===== src/rtl/vdot_feed_if.sv =====
// Bundles the host-side load/control/result signals and the serial dot-unit link of vdot_feed.
// master = the sequencer itself; slave = the host plus dot-unit environment driving it.
interface vdot_feed_if #(
  parameter int N = 16,
  parameter int W = 16
);
  localparam int IW = $clog2(N);

  logic          wr_en;
  logic          wr_sel;
  logic [IW-1:0] wr_idx;
  logic [W-1:0]  wr_data;
  logic          go;
  logic          busy;
  logic [W-1:0]  a_elem;
  logic [W-1:0]  b_elem;
  logic          dot_start;
  logic [W-1:0]  dot_out;
  logic          dot_v;
  logic          dot_done;
  logic          res_valid;
  logic [W-1:0]  result;
  logic          ovf;
  logic          err;
  logic          res_ack;

  modport master (
    input  wr_en, wr_sel, wr_idx, wr_data, go, dot_out, dot_v, dot_done, res_ack,
    output busy, a_elem, b_elem, dot_start, res_valid, result, ovf, err
  );

  modport slave (
    output wr_en, wr_sel, wr_idx, wr_data, go, dot_out, dot_v, dot_done, res_ack,
    input  busy, a_elem, b_elem, dot_start, res_valid, result, ovf, err
  );
endinterface


===== src/rtl/vdot_feed.sv =====
// Sequencer owning two N-element operand buffers: streams A[i]/B[i] pairs to a serial dot unit,
// waits (bounded) for completion, and holds the captured result until the host acknowledges it.
module vdot_feed #(
  parameter int N       = 16,
  parameter int W       = 16,
  parameter int TIMEOUT = 8
) (
  input  logic         clk,
  input  logic         rst_n,
  vdot_feed_if.master  bus
);
  localparam int IW = $clog2(N);
  localparam int CW = $clog2(TIMEOUT + 1);

  typedef enum logic [1:0] {
    S_IDLE,
    S_STREAM,
    S_WAIT,
    S_HOLD
  } state_t;

  state_t        state_q, state_d;
  logic [IW-1:0] idx_q, idx_d;
  logic [CW-1:0] cnt_q, cnt_d;
  logic [W-1:0]  a_q, a_d;
  logic [W-1:0]  b_q, b_d;
  logic [W-1:0]  result_q, result_d;
  logic          ovf_q, ovf_d;
  logic          err_q, err_d;

  logic [W-1:0]  mem_a [N];
  logic [W-1:0]  mem_b [N];

  logic          wr_fire;
  logic [IW-1:0] idx_nxt;
  logic [CW-1:0] cnt_inc;
  logic [W-1:0]  first_a, first_b;

  assign wr_fire = bus.wr_en && (state_q == S_IDLE);
  assign idx_nxt = idx_q + IW'(1);
  assign cnt_inc = cnt_q + CW'(1);

  // A write issued together with go must already be seen by element 0.
  assign first_a = (wr_fire && !bus.wr_sel && (bus.wr_idx == '0)) ? bus.wr_data : mem_a[0];
  assign first_b = (wr_fire &&  bus.wr_sel && (bus.wr_idx == '0)) ? bus.wr_data : mem_b[0];

  // Operand storage is deliberately left out of reset.
  always_ff @(posedge clk) begin
    if (wr_fire) begin
      if (bus.wr_sel) mem_b[bus.wr_idx] <= bus.wr_data;
      else            mem_a[bus.wr_idx] <= bus.wr_data;
    end
  end

  always_comb begin
    state_d  = state_q;
    idx_d    = idx_q;
    cnt_d    = cnt_q;
    a_d      = a_q;
    b_d      = b_q;
    result_d = result_q;
    ovf_d    = ovf_q;
    err_d    = err_q;
    unique case (state_q)
      S_IDLE: begin
        if (bus.go) begin
          state_d = S_STREAM;
          idx_d   = '0;
          cnt_d   = '0;
          ovf_d   = 1'b0;
          err_d   = 1'b0;
          a_d     = first_a;
          b_d     = first_b;
        end
      end
      S_STREAM: begin
        ovf_d = ovf_q | bus.dot_v;
        if (idx_q == IW'(N - 1)) begin
          state_d = S_WAIT;
          cnt_d   = '0;
        end else begin
          idx_d = idx_nxt;
          a_d   = mem_a[idx_nxt];
          b_d   = mem_b[idx_nxt];
        end
      end
      S_WAIT: begin
        ovf_d = ovf_q | bus.dot_v;
        cnt_d = cnt_inc;
        if (bus.dot_done) begin
          result_d = bus.dot_out;
          state_d  = S_HOLD;
        end else if (cnt_inc == CW'(TIMEOUT)) begin
          result_d = bus.dot_out;
          err_d    = 1'b1;
          state_d  = S_HOLD;
        end
      end
      S_HOLD: begin
        if (bus.res_ack) state_d = S_IDLE;
      end
      default: state_d = S_IDLE;
    endcase
  end

  always_ff @(posedge clk or negedge rst_n) begin
    if (!rst_n) begin
      state_q  <= S_IDLE;
      idx_q    <= '0;
      cnt_q    <= '0;
      a_q      <= '0;
      b_q      <= '0;
      result_q <= '0;
      ovf_q    <= 1'b0;
      err_q    <= 1'b0;
    end else begin
      state_q  <= state_d;
      idx_q    <= idx_d;
      cnt_q    <= cnt_d;
      a_q      <= a_d;
      b_q      <= b_d;
      result_q <= result_d;
      ovf_q    <= ovf_d;
      err_q    <= err_d;
    end
  end

  // Decoded straight from the state flop so reset drops dot_start without waiting for a clock.
  assign bus.busy      = (state_q != S_IDLE);
  assign bus.dot_start = (state_q == S_STREAM) || (state_q == S_WAIT);
  assign bus.res_valid = (state_q == S_HOLD);
  assign bus.a_elem    = a_q;
  assign bus.b_elem    = b_q;
  assign bus.result    = result_q;
  assign bus.ovf       = ovf_q;
  assign bus.err       = err_q;
endmodule


===== src/flat_wrapper.sv =====
// flat-port wrapper written by rule: the top's interface ports become plain ports
module vdot_feed_flat 
#(
  parameter int N       = 16,
  parameter int W       = 16,
  parameter int TIMEOUT = 8
)
  (clk, rst_n, bus_wr_en, bus_wr_sel, bus_wr_idx, bus_wr_data, bus_go, bus_dot_out, bus_dot_v, bus_dot_done, bus_res_ack, bus_busy, bus_a_elem, bus_b_elem, bus_dot_start, bus_res_valid, bus_result, bus_ovf, bus_err);
  vdot_feed_if #(.N(N), .W(W)) bus_i ();
  input  logic clk;
  input  logic rst_n;
  input wire logic [$bits(bus_i.wr_en)-1:0] bus_wr_en;
  input wire logic [$bits(bus_i.wr_sel)-1:0] bus_wr_sel;
  input wire logic [$bits(bus_i.wr_idx)-1:0] bus_wr_idx;
  input wire logic [$bits(bus_i.wr_data)-1:0] bus_wr_data;
  input wire logic [$bits(bus_i.go)-1:0] bus_go;
  input wire logic [$bits(bus_i.dot_out)-1:0] bus_dot_out;
  input wire logic [$bits(bus_i.dot_v)-1:0] bus_dot_v;
  input wire logic [$bits(bus_i.dot_done)-1:0] bus_dot_done;
  input wire logic [$bits(bus_i.res_ack)-1:0] bus_res_ack;
  output wire logic [$bits(bus_i.busy)-1:0] bus_busy;
  output wire logic [$bits(bus_i.a_elem)-1:0] bus_a_elem;
  output wire logic [$bits(bus_i.b_elem)-1:0] bus_b_elem;
  output wire logic [$bits(bus_i.dot_start)-1:0] bus_dot_start;
  output wire logic [$bits(bus_i.res_valid)-1:0] bus_res_valid;
  output wire logic [$bits(bus_i.result)-1:0] bus_result;
  output wire logic [$bits(bus_i.ovf)-1:0] bus_ovf;
  output wire logic [$bits(bus_i.err)-1:0] bus_err;
  assign bus_i.wr_en = bus_wr_en;
  assign bus_i.wr_sel = bus_wr_sel;
  assign bus_i.wr_idx = bus_wr_idx;
  assign bus_i.wr_data = bus_wr_data;
  assign bus_i.go = bus_go;
  assign bus_i.dot_out = bus_dot_out;
  assign bus_i.dot_v = bus_dot_v;
  assign bus_i.dot_done = bus_dot_done;
  assign bus_i.res_ack = bus_res_ack;
  assign bus_busy = bus_i.busy;
  assign bus_a_elem = bus_i.a_elem;
  assign bus_b_elem = bus_i.b_elem;
  assign bus_dot_start = bus_i.dot_start;
  assign bus_res_valid = bus_i.res_valid;
  assign bus_result = bus_i.result;
  assign bus_ovf = bus_i.ovf;
  assign bus_err = bus_i.err;
  vdot_feed #(.N(N), .W(W), .TIMEOUT(TIMEOUT)) u_core (.clk(clk), .rst_n(rst_n), .bus(bus_i));
endmodule

===== config.mk =====
export PLATFORM = sky130hd
export DESIGN_NAME = vdot_feed_flat
export DESIGN_NICKNAME = d
export VERILOG_FILES = /design/src/rtl/vdot_feed_if.sv /design/src/rtl/vdot_feed.sv /design/src/flat_wrapper.sv
export SDC_FILE = /design/constraint.sdc
export NUM_CORES = 1
export LEC_CHECK = 0
export CAP_MARGIN = 5
export CORE_MARGIN = 4
export CORE_UTILIZATION = 55
export CTS_CLUSTER_DIAMETER = 120
export DETAILED_ROUTE_END_ITERATION = 8
export PLACE_DENSITY = 0.88
export SETUP_SLACK_MARGIN = 0.15
export SLEW_MARGIN = 20
export SYNTH_ARGS = -nofsm -noshare
export SYNTH_HDL_FRONTEND = slang
export SYNTH_SLANG_ARGS = --single-unit

===== constraint.sdc =====
create_clock -name clk -period 2.3 [get_ports clk]
set_input_delay 0.46 -clock clk [delete_from_list [all_inputs] [get_ports clk]]
set_output_delay 0.46 -clock clk [all_outputs]
set_load 0.005 [all_outputs]

==> results.json <==
{
  "internal-power_w": 0.0232,
  "worst_setup_hold_path_clk_slew_ns": 0.07,
  "firstDrtPassIters": 8,
  "dp.cells": 1885,
  "timing.setup.tns_ns": 0,
  "setup.worst_path.start_class": "register",
  "finalWeightedCongestion": 0.885,
  "worst-slew-pin-transition_ns": 0.617,
  "power.share.sequential": 0.359,
  "core_area_um2": 41000,
  "critical_path_peak_fanout": 9,
  "ant_nets": 0,
  "setup_violations": 0,
  "top_level_ports": 97,
  "synth_simple_gate_area_share": 0.0555,
  "vias_in_the_first_global_route": 14200,
  "main_combinational_cell_family_by_area_after_synthesis": "multiplexers",
  "final-instance-count-excl-fill": 2017,
  "dpl.hpwl_um": 36400,
  "synth_area_um2": 23000,
  "chipWidth_um": 212,
  "power_per_cell_area_nw_per_um2": 1240,
  "routed_wire_length_um": 69900,
  "ys_warn_count": 0,
  "post_synth_xor_area_fraction": 0.00387,
  "die_y_um": 212,
  "switching_share": 0.329,
  "residual_drc_count": 0,
  "cp_slowest_cell": "sky130_fd_sc_hd__dfrtp_1",
  "area_growth_pct": 22.0,
  "worst-endpoint-required_ns": 2.82,
  "ys.flop_type": "sky130_fd_sc_hd__edfxtp_1",
  "ys_ff_latch": 572,
  "power.combinational.fraction": 0.377,
  "layout-drive-gt1-share": 0.286,
  "numClockSinks": 572,
  "switching_power_w": 0.0114,
  "buffer_ports.inserted": 96,
  "clockRootBuffer": "sky130_fd_sc_hd__clkbuf_16",
  "grt.total_usage": 0.298,
  "routedWlPerCell_um": 34.6,
  "rows": 74,
  "final_max_slew_viol_count": 0,
  "run_status": "completed",
  "floorplan.die_area_um2": 45100,
  "finClkSkew_ns": 0.0191,
  "mux_share_of_post_synthesis_cell_area": 0.150,
  "antenna_found_initial": 3,
  "clk_latency_ns": 0.59,
  "critical_path.top_delay_family": "compound AO/OA/AOI/OAI gates",
  "crit_chain": "inv_2 -> ha_4 -> nor3b_4 -> nand4_1 -> buf_6 -> buf_12 -> mux2i_1 -> a32oi_2 -> o211a_1",
  "synthesis.instances": 1216,
  "synth-seq-area-share": 0.735,
  "synth_enable_flop_cells": 512,
  "drt_first_iter_violations": 2685,
  "clk_path_buf_depth": 3,
  "crit_buf_inv": 3,
  "worst_hold_path_type": "input port to asynchronous set/reset pin",
  "maxCapViolations": 0,
  "num_cts_buffers": 53,
  "hold_viol_final": 0,
  "class_of_the_most_critical_setup_path": "register to register",
  "initial_utilization": 0.560,
  "regToRegStartpoint": "u_core.state_q[0]",
  "postSynthAreaPerCell_um2": 18.9,
  "cts_htree_levels": 2,
  "nets": 1492,
  "routed_via_density": 7.18,
  "routed-via-count": 14500,
  "area_fraction_in_compound_gates_after_synthesis": 0.0300,
  "yosys.area_share.adder": 0.00381,
  "grt_overflow": 0,
  "postSynth.asyncResetShare": 0.105,
  "synthesis.nets": 1267,
  "grt_first_pass_wirelength_um": 97400,
  "timing.critical_path.arrival_ns": 2.75,
  "timing.fmax_mhz": 448,
  "total_power_w": 0.0346,
  "slowest_cell_delay_on_critical_path_ns": 0.40,
  "clkPwrFrac": 0.264,
  "critical_path_startpoint": "u_core.state_q[0]",
  "final_min_period_over_clock_period": 0.970,
  "ir_worst_vdd_uv": 869,
  "slew_headroom": 0.588,
  "power.static_leakage_nw": 9.64,
  "synth.lib_cells_used.distinct": 51,
  "cts_tree": "yes",
  "rsz0062_at_grt": "true",
  "grt_max_degree": 47,
  "min_period_ns": 2.23,
  "timing.critical_path.to_type": "register"
}
-- per-stage QoR --
step | area (µm²) | utilization | hold slack, ns | setup slack, ns
floorplan | 23000 | - | 0.164 | 0.0235
global placement | 25600 | 0.624 | 0.451 | 0.0791
detailed placement | 25600 | 0.624 | 0.463 | -0.144
CTS | 27600 | 0.672 | 0.412 | 0.0421
global route | 28000 | 0.683 | 0.436 | 0.0208
finish | 28000 | 0.683 | 0.399 | 0.0680
-- layout make-up --
cell class / count / area, µm²
repair buffers: 241 / 2880
clock inverters: 24 / 279
well taps: 532 / 666
fillers: 2229 / 13000
diodes: 1 / 2.50
multi-input cells: 564 / 5770
inverters: 9 / 37.5
flip-flops and latches: 572 / 16900
clock buffers: 74 / 1500
-- routing by layer --
layer	vias to the layer above	track usage	routed length, µm
met5	-	0	40
met4	6	0.138	4460
li1	5314	-	-
met2	1735	0.468	32700
met3	366	0.0893	10800
met1	7071	0.389	21900
-- state kept, by name, indices dropped and copies added (netlist names), 2 cells and up --
signal and flops:
u_core.bus.a_elem 16, u_core.bus.b_elem 16, u_core.bus.result 16, u_core.cnt_q 4, u_core.idx_q 4, u_core.mem_a 256, u_core.mem_b 256, u_core.state_q 2
-- placed cells by master, fill, tap and decap left out, types with 14 or more instances in the layout --
master / Yosys / layout
sky130_fd_sc_hd__o211a_1: 32 / 32
sky130_fd_sc_hd__clkbuf_1: 14 / 14
sky130_fd_sc_hd__a21oi_1: 17 / 17
sky130_fd_sc_hd__nand4_1: 32 / 32
sky130_fd_sc_hd__mux4_2: 128 / 128
sky130_fd_sc_hd__clkbuf_16: 0 / 60
sky130_fd_sc_hd__edfxtp_1: 512 / 512
sky130_fd_sc_hd__buf_12: 1 / 49
sky130_fd_sc_hd__clkdlybuf4s50_1: 0 / 92
sky130_fd_sc_hd__buf_4: 10 / 78
sky130_fd_sc_hd__dfrtp_1: 60 / 59
sky130_fd_sc_hd__mux2i_1: 35 / 33
sky130_fd_sc_hd__mux2_2: 18 / 18
sky130_fd_sc_hd__nand2_1: 157 / 153
sky130_fd_sc_hd__nor2_1: 53 / 41
sky130_fd_sc_hd__nand3_1: 24 / 19
-- power groups by stage --
| stage | clock, W | combinational (W) | sequential (W) |
|---|---|---|---|
| after floorplan | 0 | 0.00684 | 0.0124 |
| after global placement | 0 | 0.0102 | 0.0125 |
| after detailed placement | 0 | 0.0107 | 0.0126 |
| after CTS | 0.00904 | 0.0116 | 0.0124 |
| after global routing | 0.00962 | 0.0135 | 0.0124 |
| final | 0.00915 | 0.0131 | 0.0124 |
-- worst register-to-register path, cell delays in order, from the launching register on --
cell and delay (ns):
sky130_fd_sc_hd__dfrtp_1 0.40, sky130_fd_sc_hd__inv_2 0.09, sky130_fd_sc_hd__ha_4 0.21, sky130_fd_sc_hd__nor3b_4 0.26
sky130_fd_sc_hd__nand4_1 0.14, sky130_fd_sc_hd__buf_6 0.18, sky130_fd_sc_hd__buf_12 0.15, sky130_fd_sc_hd__mux2i_1 0.20
sky130_fd_sc_hd__a32oi_2 0.33, sky130_fd_sc_hd__o211a_1 0.21
-- final timing paths --
| path | slack [ns] | depth (start not counted) | endpoint |
|---|---|---|---|
| setup / recovery | 0.07 | 9 | u_core.bus.b_elem[14] |
| hold / removal | 0.40 | 2 | u_core.bus.b_elem[5] |
| setup reg to reg | 0.07 | 9 | u_core.bus.b_elem[14] |
| hold reg to reg | 0.50 | 1 | u_core.bus.result[2] |
| max in group asynchronous | 1.23 | 3 | u_core.idx_q[0] |
| min in group clk | 0.49 | 3 | u_core.bus.ovf |
-- synthesized netlist by cell type, drive strengths merged, types with 3 or more instances --
master / count / area share
edfxtp: 512 / 0.67
nand2: 157 / 0.026
mux4: 128 / 0.13
dfrtp: 60 / 0.065
buf: 57 / 0.019
nor2: 54 / 0.0089
mux2i: 35 / 0.015
nand4: 32 / 0.0087
o211a: 32 / 0.014
nand3: 26 / 0.0064
mux2: 18 / 0.0088
a21oi: 17 / 0.0037
a32oi: 16 / 0.0061
clkbuf: 14 / 0.0023
inv: 9 / 0.0015
o21ai: 8 / 0.0019
ha: 7 / 0.0038
and3: 5 / 0.0015
nor3: 4 / 0.0011
xnor2: 3 / 0.0020
-- logic make-up (layout without fill, tap and decap cells) --
logic type,after synthesis,count (layout)
other,0,1
buffers and inverters,80,348
muxes,181,181
and+or+nand+nor,287,287
adders and majority gates,7,7
AOI/OAI and AO/OA,84,84
xor gates and xnor gates,5,5
DFF,572,572
-- repair_timing --
item | 4_1_cts | 5_1_grt
resized for setup | 16 | 30
buffers inserted | 2 | 23
pin swaps | 2 | 7
endpoints found under the hold margin | 15 | 0
setup endpoints to repair | 450 | 152
hold buffers | 1 | 0
gates cloned | 2 | 5
(Power assumes the default switching activity.)
